**config.mk**
```make
export PLATFORM = sky130hd
export DESIGN_NAME = rrc_pam4_upsampler
export DESIGN_NICKNAME = d
export VERILOG_FILES = /design/src/rtl/rrc_pam4_upsampler.sv
export SDC_FILE = /design/constraint.sdc
export NUM_CORES = 1
export LEC_CHECK = 0
export BUFFER_PORTS_ARGS = -buffer_cell sky130_fd_sc_hd__clkbuf_2
export CAP_MARGIN = 20
export CORE_AREA = 2 2 64 66
export DETAILED_ROUTE_END_ITERATION = 10
export DIE_AREA = 0 0 66 68
export PLACE_DENSITY_LB_ADDON = 0.08
export RECOVER_POWER = 100
export SYNTH_ARGS = -nofsm -noshare
export SYNTH_HDL_FRONTEND = slang
export SYNTH_SLANG_ARGS = --single-unit
```
**constraint.sdc**
```tcl
create_clock -name clk -period 2.3 [get_ports clk]
set_input_delay 0.115 -clock clk [delete_from_list [all_inputs] [get_ports clk]]
set_output_delay 0.115 -clock clk [all_outputs]
set_load 0.005 [all_outputs]
```
**src/rtl/rrc_pam4_upsampler.sv**
```systemverilog
`default_nettype none
// ============================================================================
// Module   : rrc_pam4_upsampler
// Brief    : PAM-4 symbol FIFO, Gray mapper and zero-stuffing upsampler that
//            feeds one Q1.8 sample per clock into the RRC pulse-shaping filter.
//            Counts (saturating) symbol slots that find the FIFO empty.
// Revision : 1.0 - initial release
// ============================================================================
module rrc_pam4_upsampler #(
  parameter int WIDTH      = 9,
  parameter int OSR        = 4,
  parameter int FIFO_DEPTH = 4,
  parameter int LEVEL_A    = 64
) (
  input  logic                    clk,
  input  logic                    rst_n,
  input  logic                    en,
  input  logic                    flush,
  input  logic [1:0]              sym_data,
  input  logic                    sym_valid,
  output logic                    sym_ready,
  output logic signed [WIDTH-1:0] sample_out,
  output logic                    sym_strobe,
  output logic [7:0]              underflow_cnt
);

  localparam int PW    = $clog2(FIFO_DEPTH);
  localparam int CNT_W = PW + 1;
  localparam int PHW   = $clog2(OSR);

  // Gray-coded constellation levels, sign-extended to the filter width
  localparam logic signed [WIDTH-1:0] c_neg3 = WIDTH'(-3 * LEVEL_A);
  localparam logic signed [WIDTH-1:0] c_neg1 = WIDTH'(-LEVEL_A);
  localparam logic signed [WIDTH-1:0] c_pos1 = WIDTH'(LEVEL_A);
  localparam logic signed [WIDTH-1:0] c_pos3 = WIDTH'(3 * LEVEL_A);
  localparam logic [PHW-1:0]          c_phase_last = PHW'(OSR - 1);
  localparam logic [CNT_W-1:0]        c_depth      = CNT_W'(FIFO_DEPTH);

  logic [1:0]              mem_q [FIFO_DEPTH];
  logic [PW-1:0]           wr_ptr_q, wr_ptr_d;
  logic [PW-1:0]           rd_ptr_q, rd_ptr_d;
  logic [CNT_W-1:0]        count_q, count_d;
  logic [PHW-1:0]          phase_q, phase_d;
  logic signed [WIDTH-1:0] sample_q, sample_d;
  logic                    strobe_q, strobe_d;
  logic [7:0]              uf_cnt_q, uf_cnt_d;

  logic                    w_slot;
  logic                    w_empty;
  logic                    w_push;
  logic                    w_pop;
  logic                    w_underrun;
  logic signed [WIDTH-1:0] w_mapped;

  // Ready depends only on the registered occupancy, never on this cycle's pop
  assign sym_ready     = (count_q < c_depth);
  assign sample_out    = sample_q;
  assign sym_strobe    = strobe_q;
  assign underflow_cnt = uf_cnt_q;

  // A flush suppresses both FIFO ports; a slot during flush counts as underrun
  assign w_slot     = en && (phase_q == '0);
  assign w_empty    = (count_q == '0);
  assign w_push     = sym_valid && sym_ready && !flush;
  assign w_pop      = w_slot && !w_empty && !flush;
  assign w_underrun = w_slot && (w_empty || flush);

  // Gray map of the FIFO head symbol
  always_comb begin
    w_mapped = c_neg3;
    case (mem_q[rd_ptr_q])
      2'b00:   w_mapped = c_neg3;
      2'b01:   w_mapped = c_neg1;
      2'b11:   w_mapped = c_pos1;
      2'b10:   w_mapped = c_pos3;
      default: w_mapped = c_neg3;
    endcase
  end

  // Next-state: FIFO pointers/occupancy, phase counter, output sample and counter
  always_comb begin
    wr_ptr_d = wr_ptr_q;
    rd_ptr_d = rd_ptr_q;
    count_d  = count_q;
    if (flush) begin
      wr_ptr_d = '0;
      rd_ptr_d = '0;
      count_d  = '0;
    end else begin
      if (w_push) wr_ptr_d = wr_ptr_q + PW'(1);
      if (w_pop)  rd_ptr_d = rd_ptr_q + PW'(1);
      if (w_push && !w_pop)      count_d = count_q + CNT_W'(1);
      else if (w_pop && !w_push) count_d = count_q - CNT_W'(1);
    end

    if (!en)                        phase_d = '0;
    else if (phase_q == c_phase_last) phase_d = '0;
    else                            phase_d = phase_q + PHW'(1);

    sample_d = w_pop ? w_mapped : '0;
    strobe_d = w_slot;

    uf_cnt_d = uf_cnt_q;
    if (w_underrun && (uf_cnt_q != 8'hFF)) uf_cnt_d = uf_cnt_q + 8'd1;
  end

  // Symbol storage; contents need no reset since occupancy gates every read
  always_ff @(posedge clk) begin
    if (w_push) mem_q[wr_ptr_q] <= sym_data;
  end

  // State registers with asynchronous reset to an empty, idle stage
  always_ff @(posedge clk or negedge rst_n) begin
    if (!rst_n) begin
      wr_ptr_q <= '0;
      rd_ptr_q <= '0;
      count_q  <= '0;
      phase_q  <= '0;
      sample_q <= '0;
      strobe_q <= 1'b0;
      uf_cnt_q <= '0;
    end else begin
      wr_ptr_q <= wr_ptr_d;
      rd_ptr_q <= rd_ptr_d;
      count_q  <= count_d;
      phase_q  <= phase_d;
      sample_q <= sample_d;
      strobe_q <= strobe_d;
      uf_cnt_q <= uf_cnt_d;
    end
  end

endmodule
`default_nettype wire

```
==> impl_metrics.csv <==
group,metric,value,unit
status,status,"completed",
critical_path,startpoint_type,"flop",
hold_path,holdCritPathClass,"primary input to flop",
finish,final_layout_size_suffix_gt1_share,16.0,%
critical_path,cp_slowest_stage_delay,0.47,ns
placement,placed_area,0.00160,mm^2
clock_network,clock-root-buffer,"clkbuf_8",
synthesis,synth-edff-count,8,
synthesis,yosysTopAreaCell,"dfrtp_1",
finish,synthToLayoutAreaGrowth,15.5,%
floorplan,die_w,66,um
critical_path,cp_slowest_cell,"or4_1",
detailed_routing,viasPerCell,4.60,
synthesis,ys_seq_area_share,52.2,%
power_and_ir_drop,total_leakage_power,0.000754,uW
clock_network,cts_setup_buffers,0,
detailed_routing,via_count,919,
timing,finalHoldViolCount,0,
synthesis,yosysWarnings,0,
clock_network,insertion_delay,0.27,ns
timing,rsz0062_at_grt,"false",
floorplan,num_io_pins,26,
clock_network,cts_buffer_depth,2,
critical_path,critPathKind,"flop to flop",
power_and_ir_drop,p_seq_share,45.1,%
clock_network,cts_tree,"yes",
power_and_ir_drop,internal-power,1170,uW
global_route,grt_util_all_layers,12.6,%
critical_path,crit_required,2.51,ns
timing,max_slew.worst_pin.slew,1.12,ns
synthesis,synth_area,0.00147,mm^2
clock_network,path_clk_slew,0.06,ns
global_route,overflow,0,
clock_network,clock-sinks,29,
power_and_ir_drop,ir_drop,0.409,mV
job,drv_cap,0,
clock_network,cts_hold_buf,1,
floorplan,die_area,0.00449,mm^2
detailed_routing,first_pass_iters,4,
floorplan,core-area,0.00386,mm^2
timing,setup_tns,0,ns
clock_network,cts_resized,0,
synthesis,avgSynthCellArea,11.9,um^2
global_route,antenna_found_initial,0,
placement,place.gp.congestion,0.796,
power_and_ir_drop,p_switching,537,uW
critical_path,critPathMaxFanout,7,
placement,dp_hpwl,1780,um
power_and_ir_drop,powerDensity,1010,mW/mm^2
timing,max_slew_margin,25.1,%
detailed_routing,post_drt_wl_per_cell,11.8,um
finish,antennaDiodeCount,0,
synthesis,ys_seq_elements,29,
synthesis,synthArstFlopShare,72.4,%
timing,whs,0.116,ns
floorplan,rows,23,
global_route,first_global_vias,946,
finish,fin_area,0.00170,mm^2
global_route,grt_max_degree,22,
placement,io_buffers,19,
synthesis,synth_top_area_share,35.8,%
finish,nets,166,
timing,fin_crit_sh,89.6,%
power_and_ir_drop,swShare,31.5,%
critical_path,arrival,2.27,ns
power_and_ir_drop,p_comb_share,25.5,%
floorplan,start_util,38.1,%
synthesis,syn-instance-count,123,
timing,slew_viol_final,0,
synthesis,ys.flop_type,"dfrtp_1",
critical_path,crit_top_cell,"nor2b_1",
clock_network,cts_buffers,5,
timing,fmaxAchievable,485,MHz
finish,fillers,380,
finish,final-seq-area,766,um^2
timing,skew,0.00349,ns
global_route,grt_pass1_wl,4100,um
timing,setup-violations-final,0,
finish,multi_input_area,624,um^2
detailed_routing,initialDrtViolationCount,19,
detailed_routing,drt-total-wl,2370,um
clock_network,cts-htree-levels,2,
critical_path,critPathCaptureType,"flop",
synthesis,synth_area_leaders,"dfrtp_1, edfxtp_1, ha_1",
synthesis,yosysUniqueCellTypes,32,
detailed_routing,ant_nets,0,
floorplan,die_h,68,um
detailed_routing,drc_errors,0,
power_and_ir_drop,power_frac_clock,29.5,%
critical_path,path_cells,"nor2b_1 -> nor2b_1 -> and2_0 -> fa_1 -> inv_1 -> or4_1 -> o221ai_1 -> and2b_1",
timing,min_period,2.06,ns
==> logic make-up after synthesis <==
| logic type | Yosys count | share of synthesized area, % |
|---|---|---|
| simple gates | 44 | 16.3 |
| flops | 29 | 52.2 |
| fa+ha+maj | 10 | 9.04 |
| buf+inv | 17 | 5.97 |
| other cells | 1 | 0.256 |
| mux | 6 | 6.14 |
| xor+xnor | 8 | 4.77 |
| compound gates | 8 | 5.37 |
==> layer usage <==
| metal | up-vias | routed length, um | track usage, % |
|---|---|---|---|
| met5 | - | 0 | 0 |
| met4 | 0 | 27 | 6.12 |
| met3 | 2 | 131 | 5.59 |
| met2 | 24 | 1200 | 21.2 |
| met1 | 441 | 1010 | 13.5 |
| li1 | 452 | - | - |
==> cell type report <==
class,count,area share [%]
well taps,50,3.69
clock inverters,2,1.99
repair buffers,21,5.83
inverters,10,2.21
multi-input cells,82,36.8
clock buffers,6,4.28
flip-flops and latches,29,45.2
==> power by group through the flow <==
stage,Combinational [uW],Clock (uW),Sequential [uW]
after global routing,517,541,787
after floorplan,326,0,757
final,435,503,769
after detailed placement,465,0,780
after global placement,461,0,768
after CTS,469,521,771
==> sequential cells by signal, indices dropped and copies added (netlist names) <==
name           cells
mem_q              8
wr_ptr_q           2
sym_strobe         1
rd_ptr_q           2
phase_q            2
sample_out         3
count_q            3
underflow_cnt      8
==> path summary, 6_finish.rpt <==
kind	from	to	slack [ns]	cells after the start
max in group asynchronous	rst_n	phase_q[1]	1.04	2
setup reg to reg	count_q[2]	count_q[2]	0.24	8
setup / recovery	count_q[2]	count_q[2]	0.24	8
min in group asynchronous	rst_n	sample_out[7]	0.58	2
hold / removal	sym_data[1]	mem_q[2][1]	0.12	1
hold reg to reg	phase_q[0]	phase_q[0]	0.47	1
==> metrics by stage <==
stage          utilization [%]  worst slack [ns]  power (uW)  std cells
6_report                  44.0             0.239        1710        200
5_1_grt                   44.0            0.0323        1850        200
4_1_cts                   44.5             0.247        1760        200
3_5_place_dp              41.5             0.269        1240        191
3_3_place_gp              41.5             0.345        1230        191
2_1_floorplan                -             0.251        1080        128
==> critical path, delay by kind of cell, from the launching register on <==
family                   cells  cell delay, ns
AND/OR/NAND/NOR              5            1.22
adder cells (fa/ha/maj)      1            0.19
buffers and inverters        1            0.05
AO/OA/AOI/OAI                1            0.08
flip-flops                   1            0.46
==> Yosys cell counts (2+ instances only) <==
library cell	count
buf_4	6
nor3_1	4
and2_1	9
xnor2_1	3
nor3b_1	2
nand2_1	3
nand3_1	4
a21oi_1	2
mux4_2	2
inv_1	10
mux2_2	4
nand2b_1	3
ha_1	9
and3_1	2
edfxtp_1	8
nor2_1	11
dfrtp_1	21
xor2_1	5
nor2b_1	2
==> layout by cell type (no fill, tap or decap), drive strengths merged, types with 2 or more instances in the layout <==
cell type,instances
nand2,3
inv,10
dfrtp,21
mux4,2
conb,6
nand3,4
nor2,11
nand2b,3
edfxtp,8
and3,2
mux2,4
xnor2,3
and2,9
nor2b,2
nor3,5
xor2,5
clkbuf,26
nor3b,2
a21oi,2
ha,9
No activity file was read; power rests on OpenSTA's default activity.
